===== config.mk =====
export PLATFORM = sky130hd
export DESIGN_NAME = ps2_key_sequencer
export DESIGN_NICKNAME = d
export VERILOG_FILES = /design/src/rtl/ps2_pkg.sv /design/src/rtl/ps2_evt_fifo.sv /design/src/rtl/ps2_key_sequencer.sv
export SDC_FILE = /design/constraint.sdc
export NUM_CORES = 1
export LEC_CHECK = 0
export CAP_MARGIN = 25
export CORE_ASPECT_RATIO = 0.9
export CORE_MARGIN = 2
export CORE_UTILIZATION = 45
export CTS_BUF_LIST = sky130_fd_sc_hd__clkbuf_4 sky130_fd_sc_hd__clkbuf_8
export CTS_CLUSTER_DIAMETER = 100
export DETAILED_ROUTE_END_ITERATION = 8
export PLACE_DENSITY = 0.67
export SKIP_CTS_REPAIR_TIMING = 1
export SLEW_MARGIN = 20
export SYNTH_ARGS = -nofsm -noshare
export SYNTH_HDL_FRONTEND = slang
export SYNTH_SLANG_ARGS = --single-unit

===== constraint.sdc =====
create_clock -name clk_100mhz -period 2 [get_ports clk_100mhz]
set_clock_uncertainty 0.1 [all_clocks]
set_input_delay 0.4 -clock clk_100mhz [delete_from_list [all_inputs] [get_ports clk_100mhz]]
set_output_delay 0.4 -clock clk_100mhz [all_outputs]
set_load 0.005 [all_outputs]

===== src/rtl/ps2_pkg.sv =====
// -----------------------------------------------------------------------------
// ps2_pkg
// Shared definitions for the PS/2 key sequencer:
//   - ps2_state_t : prefix-decoder FSM states
//   - PFX_EXT/PFX_BRK : extended (E0) and break (F0) prefix bytes
//   - ps2_evt_t   : decoded event {ext, brk, code[7:0]} (10 bits)
//   - KEY_TABLE   : the 8 tracked keys as {ext, code}, index = key_held bit
//   - key_mask()  : one-hot key_held mask for an event (0 if untracked)
// -----------------------------------------------------------------------------
package ps2_pkg;

  typedef enum logic [1:0] {
    ST_IDLE    = 2'd0,
    ST_EXT     = 2'd1,
    ST_BRK     = 2'd2,
    ST_EXT_BRK = 2'd3
  } ps2_state_t;

  localparam logic [7:0] PFX_EXT = 8'hE0;
  localparam logic [7:0] PFX_BRK = 8'hF0;

  typedef struct packed {
    logic       ext;
    logic       brk;
    logic [7:0] code;
  } ps2_evt_t;

  localparam int EVT_W = $bits(ps2_evt_t);

  // {ext, code}: W, A, S, D, up, down, left, right
  localparam logic [8:0] KEY_TABLE [8] = '{
    9'h01D, 9'h01C, 9'h01B, 9'h023,
    9'h175, 9'h172, 9'h16B, 9'h174
  };

  function automatic logic [7:0] key_mask(input ps2_evt_t ev);
    logic [7:0] m;
    m = '0;
    for (int i = 0; i < 8; i++) begin
      if (KEY_TABLE[i] == {ev.ext, ev.code}) m[i] = 1'b1;
    end
    return m;
  endfunction

endpackage


===== src/rtl/ps2_evt_fifo.sv =====
// -----------------------------------------------------------------------------
// ps2_evt_fifo
// Synchronous FIFO, DEPTH entries (power of two) of WIDTH bits.
// Ports:
//   clk, rst       : clock, asynchronous active-high reset (empties the FIFO)
//   wr_en, wr_data : push request; accepted when not full, or when full and a
//                    pop happens on the same cycle
//   rd_en          : pop request; ignored when empty
//   rd_data        : head entry, forced to 0 while empty
//   full, empty    : occupancy flags
// -----------------------------------------------------------------------------
module ps2_evt_fifo #(
  parameter int DEPTH = 4,
  parameter int WIDTH = 10
) (
  input  logic             clk,
  input  logic             rst,
  input  logic             wr_en,
  input  logic [WIDTH-1:0] wr_data,
  input  logic             rd_en,
  output logic [WIDTH-1:0] rd_data,
  output logic             full,
  output logic             empty
);

  localparam int AW = (DEPTH > 1) ? $clog2(DEPTH) : 1;

  logic [WIDTH-1:0] mem [DEPTH];
  logic [AW-1:0]    wr_ptr;
  logic [AW-1:0]    rd_ptr;
  logic [AW:0]      count;
  logic             do_wr;
  logic             do_rd;

  assign full  = (count == (AW+1)'(DEPTH));
  assign empty = (count == '0);
  assign do_rd = rd_en && !empty;
  // When full, a same-cycle pop frees the head slot, which is exactly the slot
  // wr_ptr points at, so the write lands there safely.
  assign do_wr = wr_en && (!full || do_rd);

  assign rd_data = empty ? '0 : mem[rd_ptr];

  always_ff @(posedge clk) begin
    if (do_wr) mem[wr_ptr] <= wr_data;
  end

  // Pointers wrap naturally because DEPTH is a power of two.
  always_ff @(posedge clk or posedge rst) begin
    if (rst) begin
      wr_ptr <= '0;
      rd_ptr <= '0;
      count  <= '0;
    end else begin
      if (do_wr) wr_ptr <= wr_ptr + 1'b1;
      if (do_rd) rd_ptr <= rd_ptr + 1'b1;
      case ({do_wr, do_rd})
        2'b10:   count <= count + 1'b1;
        2'b01:   count <= count - 1'b1;
        default: count <= count;
      endcase
    end
  end

endmodule


===== src/rtl/ps2_key_sequencer.sv =====
// -----------------------------------------------------------------------------
// ps2_key_sequencer
// Turns a stream of PS/2 scan bytes into {ext, brk, code} events, queues them
// in a small FIFO and keeps a live map of eight held keys.
// Optional feature (macro PS2_REPEAT_FILTER_EN): suppress typematic repeats,
// i.e. a make event for a tracked key that is already held is not queued.
// Ports:
//   clk_100mhz  : clock, rising edge
//   rst         : asynchronous active-high reset
//   scan_byte   : scan byte, qualified by the one-cycle strobe scan_valid
//   ev_data     : head event {ext, brk, code}, 0 when empty
//   ev_valid    : FIFO not empty
//   ev_ready    : consumer accept
//   key_held    : held map W, A, S, D, up, down, left, right (bits 0..7)
//   ovf         : one-cycle pulse when an event is dropped on a full FIFO
//   dbg_state   : current decoder state (ps2_state_t encoding)
// Handshake: an event transfers on a rising edge where ev_valid && ev_ready;
// while ev_valid is high and ev_ready is low, ev_data holds its value.
// Timing: final byte sampled at edge N -> event staged; at edge N+1 it is
// written to the FIFO and key_held is updated.
// -----------------------------------------------------------------------------
module ps2_key_sequencer
  import ps2_pkg::*;
#(
  parameter int FIFO_DEPTH  = 4,
  parameter int TIMEOUT_CYC = 1_000_000
) (
  input  logic       clk_100mhz,
  input  logic       rst,
  input  logic [7:0] scan_byte,
  input  logic       scan_valid,
  output logic [9:0] ev_data,
  output logic       ev_valid,
  input  logic       ev_ready,
  output logic [7:0] key_held,
  output logic       ovf,
  output logic [1:0] dbg_state
);

  localparam int TO_W = $clog2(TIMEOUT_CYC) + 1;

  ps2_state_t  state;
  ps2_state_t  state_nxt;
  logic [TO_W-1:0] to_cnt;
  logic        timeout_hit;
  logic        emit;
  ps2_evt_t    emit_evt;

  // Event staged at edge N, consumed at edge N+1.
  logic        evt_vld_q;
  ps2_evt_t    evt_q;
  logic [7:0]  evt_mask;
  logic        drop_repeat;
  logic        push;
  logic        pop;
  logic        fifo_full;
  logic        fifo_empty;

  assign dbg_state   = state;
  assign timeout_hit = (state != ST_IDLE) && (to_cnt == TO_W'(TIMEOUT_CYC - 1));

  // ---------------------------------------------------------------------------
  // Prefix decoder
  // ---------------------------------------------------------------------------
  always_comb begin
    state_nxt = state;
    emit      = 1'b0;
    emit_evt  = '0;
    if (scan_valid) begin
      case (state)
        ST_IDLE: begin
          if (scan_byte == PFX_EXT)      state_nxt = ST_EXT;
          else if (scan_byte == PFX_BRK) state_nxt = ST_BRK;
          else begin
            emit     = 1'b1;
            emit_evt = '{ext: 1'b0, brk: 1'b0, code: scan_byte};
          end
        end
        ST_EXT: begin
          if (scan_byte == PFX_EXT)      state_nxt = ST_EXT;
          else if (scan_byte == PFX_BRK) state_nxt = ST_EXT_BRK;
          else begin
            emit      = 1'b1;
            emit_evt  = '{ext: 1'b1, brk: 1'b0, code: scan_byte};
            state_nxt = ST_IDLE;
          end
        end
        ST_BRK: begin
          if (scan_byte == PFX_BRK)      state_nxt = ST_BRK;
          else if (scan_byte == PFX_EXT) state_nxt = ST_EXT_BRK;
          else begin
            emit      = 1'b1;
            emit_evt  = '{ext: 1'b0, brk: 1'b1, code: scan_byte};
            state_nxt = ST_IDLE;
          end
        end
        default: begin // ST_EXT_BRK
          if (scan_byte == PFX_EXT || scan_byte == PFX_BRK) state_nxt = ST_EXT_BRK;
          else begin
            emit      = 1'b1;
            emit_evt  = '{ext: 1'b1, brk: 1'b1, code: scan_byte};
            state_nxt = ST_IDLE;
          end
        end
      endcase
    end else if (timeout_hit) begin
      // A prefix that is never completed is abandoned silently.
      state_nxt = ST_IDLE;
    end
  end

  always_ff @(posedge clk_100mhz or posedge rst) begin
    if (rst) state <= ST_IDLE;
    else     state <= state_nxt;
  end

  // Inter-byte timeout: only meaningful while a prefix is pending.
  always_ff @(posedge clk_100mhz or posedge rst) begin
    if (rst)                                              to_cnt <= '0;
    else if (scan_valid || state == ST_IDLE || timeout_hit) to_cnt <= '0;
    else                                                  to_cnt <= to_cnt + 1'b1;
  end

  // ---------------------------------------------------------------------------
  // Event staging, key map, repeat filter
  // ---------------------------------------------------------------------------
  always_ff @(posedge clk_100mhz or posedge rst) begin
    if (rst) begin
      evt_vld_q <= 1'b0;
      evt_q     <= '0;
    end else begin
      evt_vld_q <= emit;
      evt_q     <= emit_evt;
    end
  end

  assign evt_mask = key_mask(evt_q);

`ifdef PS2_REPEAT_FILTER_EN
  assign drop_repeat = evt_vld_q && !evt_q.brk && ((evt_mask & key_held) != '0);
`else
  assign drop_repeat = 1'b0;
`endif

  always_ff @(posedge clk_100mhz or posedge rst) begin
    if (rst) begin
      key_held <= '0;
    end else if (evt_vld_q) begin
      if (evt_q.brk) key_held <= key_held & ~evt_mask;
      else           key_held <= key_held | evt_mask;
    end
  end

  // ---------------------------------------------------------------------------
  // Event FIFO
  // ---------------------------------------------------------------------------
  assign push     = evt_vld_q && !drop_repeat;
  assign pop      = ev_valid && ev_ready;
  assign ev_valid = !fifo_empty;

  always_ff @(posedge clk_100mhz or posedge rst) begin
    if (rst) ovf <= 1'b0;
    else     ovf <= push && fifo_full && !pop;
  end

  ps2_evt_fifo #(
    .DEPTH (FIFO_DEPTH),
    .WIDTH (EVT_W)
  ) u_fifo (
    .clk     (clk_100mhz),
    .rst     (rst),
    .wr_en   (push),
    .wr_data (evt_q),
    .rd_en   (pop),
    .rd_data (ev_data),
    .full    (fifo_full),
    .empty   (fifo_empty)
  );

endmodule


==> impl_metrics.py <==
metrics = {
    "outcome": {
        "run_status": "complete, but fails checks",
        "violations": "negative setup slack",
    },
    "yosys": {
        "synth_warnings": 0,
        "ys_seq_area_share_pct": 63.39,
        "ys_seq_elements": 90,
        "syn-num-nets": 312,
        "syn_avg_cell_area_sq_um": 13.20,
        "synth.distinct_cells": 39,
        "syn_inst": 293,
        "synth_area_sq_um": 3869,
    },
    "sta": {
        "worstMarginPinSlew_ns": 0.5197,
        "timing.hold.ws_ns": 0.2875,
        "rsz0062_at_grt": "yes",
        "finalHoldViolations": 0,
        "setup_viol": 11,
        "slew_violations": 0,
        "fmax_mhz": 433.2,
        "fin_ws_ns": -0.3083,
        "relSlewSlack_pct": 65.35,
        "finalCritPeriodShare_pct": 115.4,
        "min_period_ns": 2.308,
    },
    "critical_path": {
        "crit_type": "reg -> out",
        "worstPathMaxFanout": 5,
        "r2r_start": "u_fifo.count[0]",
        "critPathCaptureType": "output port",
        "worstRegToRegCells": 10,
        "required_ns": 1.50,
        "reg2reg_to": "u_fifo.count[2]",
        "crit_arrival_ns": 1.81,
        "r2r_setup_slack_ns": -0.06,
        "start_kind": "flop",
    },
    "route": {
        "routed_wl_microns": 7361,
        "viasPerCell": 5.068,
        "post_drt_wl_per_cell_microns": 14.78,
        "drt-pass1-iter-count": 4,
        "ant_nets": 0,
        "num_vias": 2524,
        "drtIter0Drc": 121,
        "drcViolationCount": 0,
    },
    "global_routing": {
        "grt_pass1_wl_microns": 11820,
        "antenna_found_initial": 0,
        "grt-ovfl-total": 0,
        "grt_usage_pct": 16.62,
        "grt_max_degree": 51,
        "grt_pass1_vias": 2466,
    },
    "power_and_ir_drop": {
        "total_power_mw": 5.174,
        "p_switching_mw": 1.442,
        "netSwitchingFraction_pct": 27.87,
        "p_clk_share_pct": 21.9,
        "powerDensity_nw_per_um2": 1042,
        "combPwrFrac_pct": 33.3,
        "peakVddDrop_v": 0.0004351,
        "p_seq_share_pct": 44.8,
        "intPower_mw": 3.732,
        "p_leak_nw": 1.956,
    },
    "finish": {
        "fin_nets": 393,
        "diodes": 0,
        "drive_above_1_share_pct": 29.82,
        "fill_cells": 680,
        "syn_to_final_growth_pct": 28.33,
        "layout_common_cells": "dfrtp_1, edfxtp_1, buf_4, nor2_1, clkdlybuf4s50_1",
        "layout_commonest_cell": "dfrtp_1",
    },
    "placement": {
        "detailed_place_hpwl_microns": 5045,
        "port_buffers": 33,
        "place_congestion": 0.8315,
    },
    "floorplanning": {
        "fp.dieArea_sq_um": 9356,
        "coreArea_sq_um": 8448,
        "dieHeight_microns": 91.96,
        "die_w_microns": 101.7,
        "initial_utilization_pct": 45.79,
        "boundaryPins": 34,
        "num_rows": 32,
    },
    "clock_network": {
        "clockBufferDepth": 2,
        "cts_tree": "yes",
        "clock_latency_ns": 0.35,
        "clk_pin_slew_ns": 0.09,
        "ctsRootBufferMaster": "clkbuf_8",
        "numCtsBuffers": 9,
        "cts_num_sinks": 90,
        "htreeDepth": 3,
    },
    "min_path": {
        "min-delay-path-class": "in -> async",
    },
    "run": {
        "drv_cap": 0,
    },
}
[worst max-delay path by stage]
stage,from,end,slack (ns),cells after the start
6_report,u_fifo.rd_ptr[0],ev_data[6],-0.31,6
5_1_grt,u_fifo.rd_ptr[0],ev_data[6],-0.36,6
4_1_cts,u_fifo.rd_ptr[0],ev_data[8],-0.56,4
3_5_place_dp,ev_ready,u_fifo.count[2],-0.47,10
3_3_place_gp,ev_ready,u_fifo.count[2],-0.38,10
2_1_floorplan,u_fifo.count[1],u_fifo.count[2],-0.001,10
[registers in the layout (all words and copies together), names as in the netlist, named ones only]
register,count
u_fifo.wr_ptr,2
u_fifo.count,3
u_fifo.rd_ptr,2
to_cnt,21
dbg_state,2
evt_vld_q,1
ovf,1
u_fifo.mem,40
evt_q,10
[synth_stat cells]
master    number  share of area (%)
buf_1          1              0.097
xor2_1         5                1.1
mux2i_1        2               0.52
o31ai_1        5               0.97
nor3_1         7               0.91
nor2_1        22                2.1
or3_2          1               0.19
or4_1          9                1.7
nand3_4        1               0.45
nand4b_1       3               0.68
mux4_2        10                5.8
xnor2_1       12                2.7
nand4_1        3               0.49
a21o_1         1               0.19
o21ai_0        8                1.0
clkbuf_1       7               0.68
and2_1        20                3.2
nor4b_1        4               0.91
nor4bb_1       1               0.26
buf_2          2               0.26
or4b_2         1               0.26
or3_1          4               0.65
nand3_1        8                1.0
nand4_2        1               0.32
or2_2          1               0.16
inv_1         16                1.6
nand2b_1       1               0.16
and3_1         6               0.97
dfrtp_1       50                 32
nor4_1         5               0.81
o211ai_1       3               0.58
nand2_1        9               0.87
ha_1           6                1.9
nand3b_1       1               0.19
fa_1           1               0.52
nor2b_1        2               0.32
a31oi_1        1               0.16
edfxtp_1      40                 31
a21oi_1       13                1.7
[worst max-delay path, stage by stage, from the launching register on]
cell and delay, ns:
dfrtp_2 0.44, buf_6 0.13, clkbuf_16 0.14, buf_6 0.11
mux4_2 0.39, and2_1 0.14, clkbuf_2 0.10
[per-stage QoR]
stage	util, %	cells	setup TNS (ns)	setup slack [ns]	instance area (sq um)
final	58.77	498	-2.301	-0.3083	4965
after floorplan	-	293	-0.0009875	-0.0009875	3915
after CTS	56.71	483	-5.761	-0.5620	4791
after global placement	54.55	467	-11.60	-0.3814	4608
after global routing	58.77	498	-3.021	-0.3648	4965
after detailed placement	54.55	467	-14.42	-0.4728	4608
[power by group through the flow]
stage	combinational [mW]	clock, mW	sequential, mW
3_5_place_dp	1.51	0	2.35
5_1_grt	1.86	1.25	2.34
2_1_floorplan	0.804	0	2.34
3_3_place_gp	1.47	0	2.33
6_report	1.72	1.14	2.32
4_1_cts	1.51	1.17	2.31
[cells by family (layout without fill, tap and decap cells)]
group,after synthesis,in the layout,share of synthesized area (%)
AOI/OAI and AO/OA,31,31,4.625
xor gates and xnor gates,17,17,3.849
adders and majority gates,7,7,2.458
buffers and inverters,26,112,2.587
DFF,90,90,63.39
muxes,12,12,6.339
and+or+nand+nor,110,110,16.75
[metal layers]
| layer | part of all wire (%) | GRT usage (%) | vias up |
|---|---|---|---|
| li1 | - | - | 1226 |
| met2 | 49 | 25.27 | 39 |
| met4 | 1.3 | 5.743 | 0 |
| met5 | 0 | 0 | - |
| met1 | 47 | 23.71 | 1252 |
| met3 | 3.3 | 3.659 | 7 |
[area by class of cell]
cell class | count | area (sq um) | area share, %
sequential | 90 | 2454 | 49.42
clock buffer | 9 | 123.9 | 2.495
tap | 119 | 148.9 | 2.999
multi-input combinational | 177 | 1411 | 28.43
timing repair buffer | 80 | 708.2 | 14.26
inverter | 16 | 60.06 | 1.210
clock inverter | 7 | 58.81 | 1.184
Power figures use the tool's default switching activity.
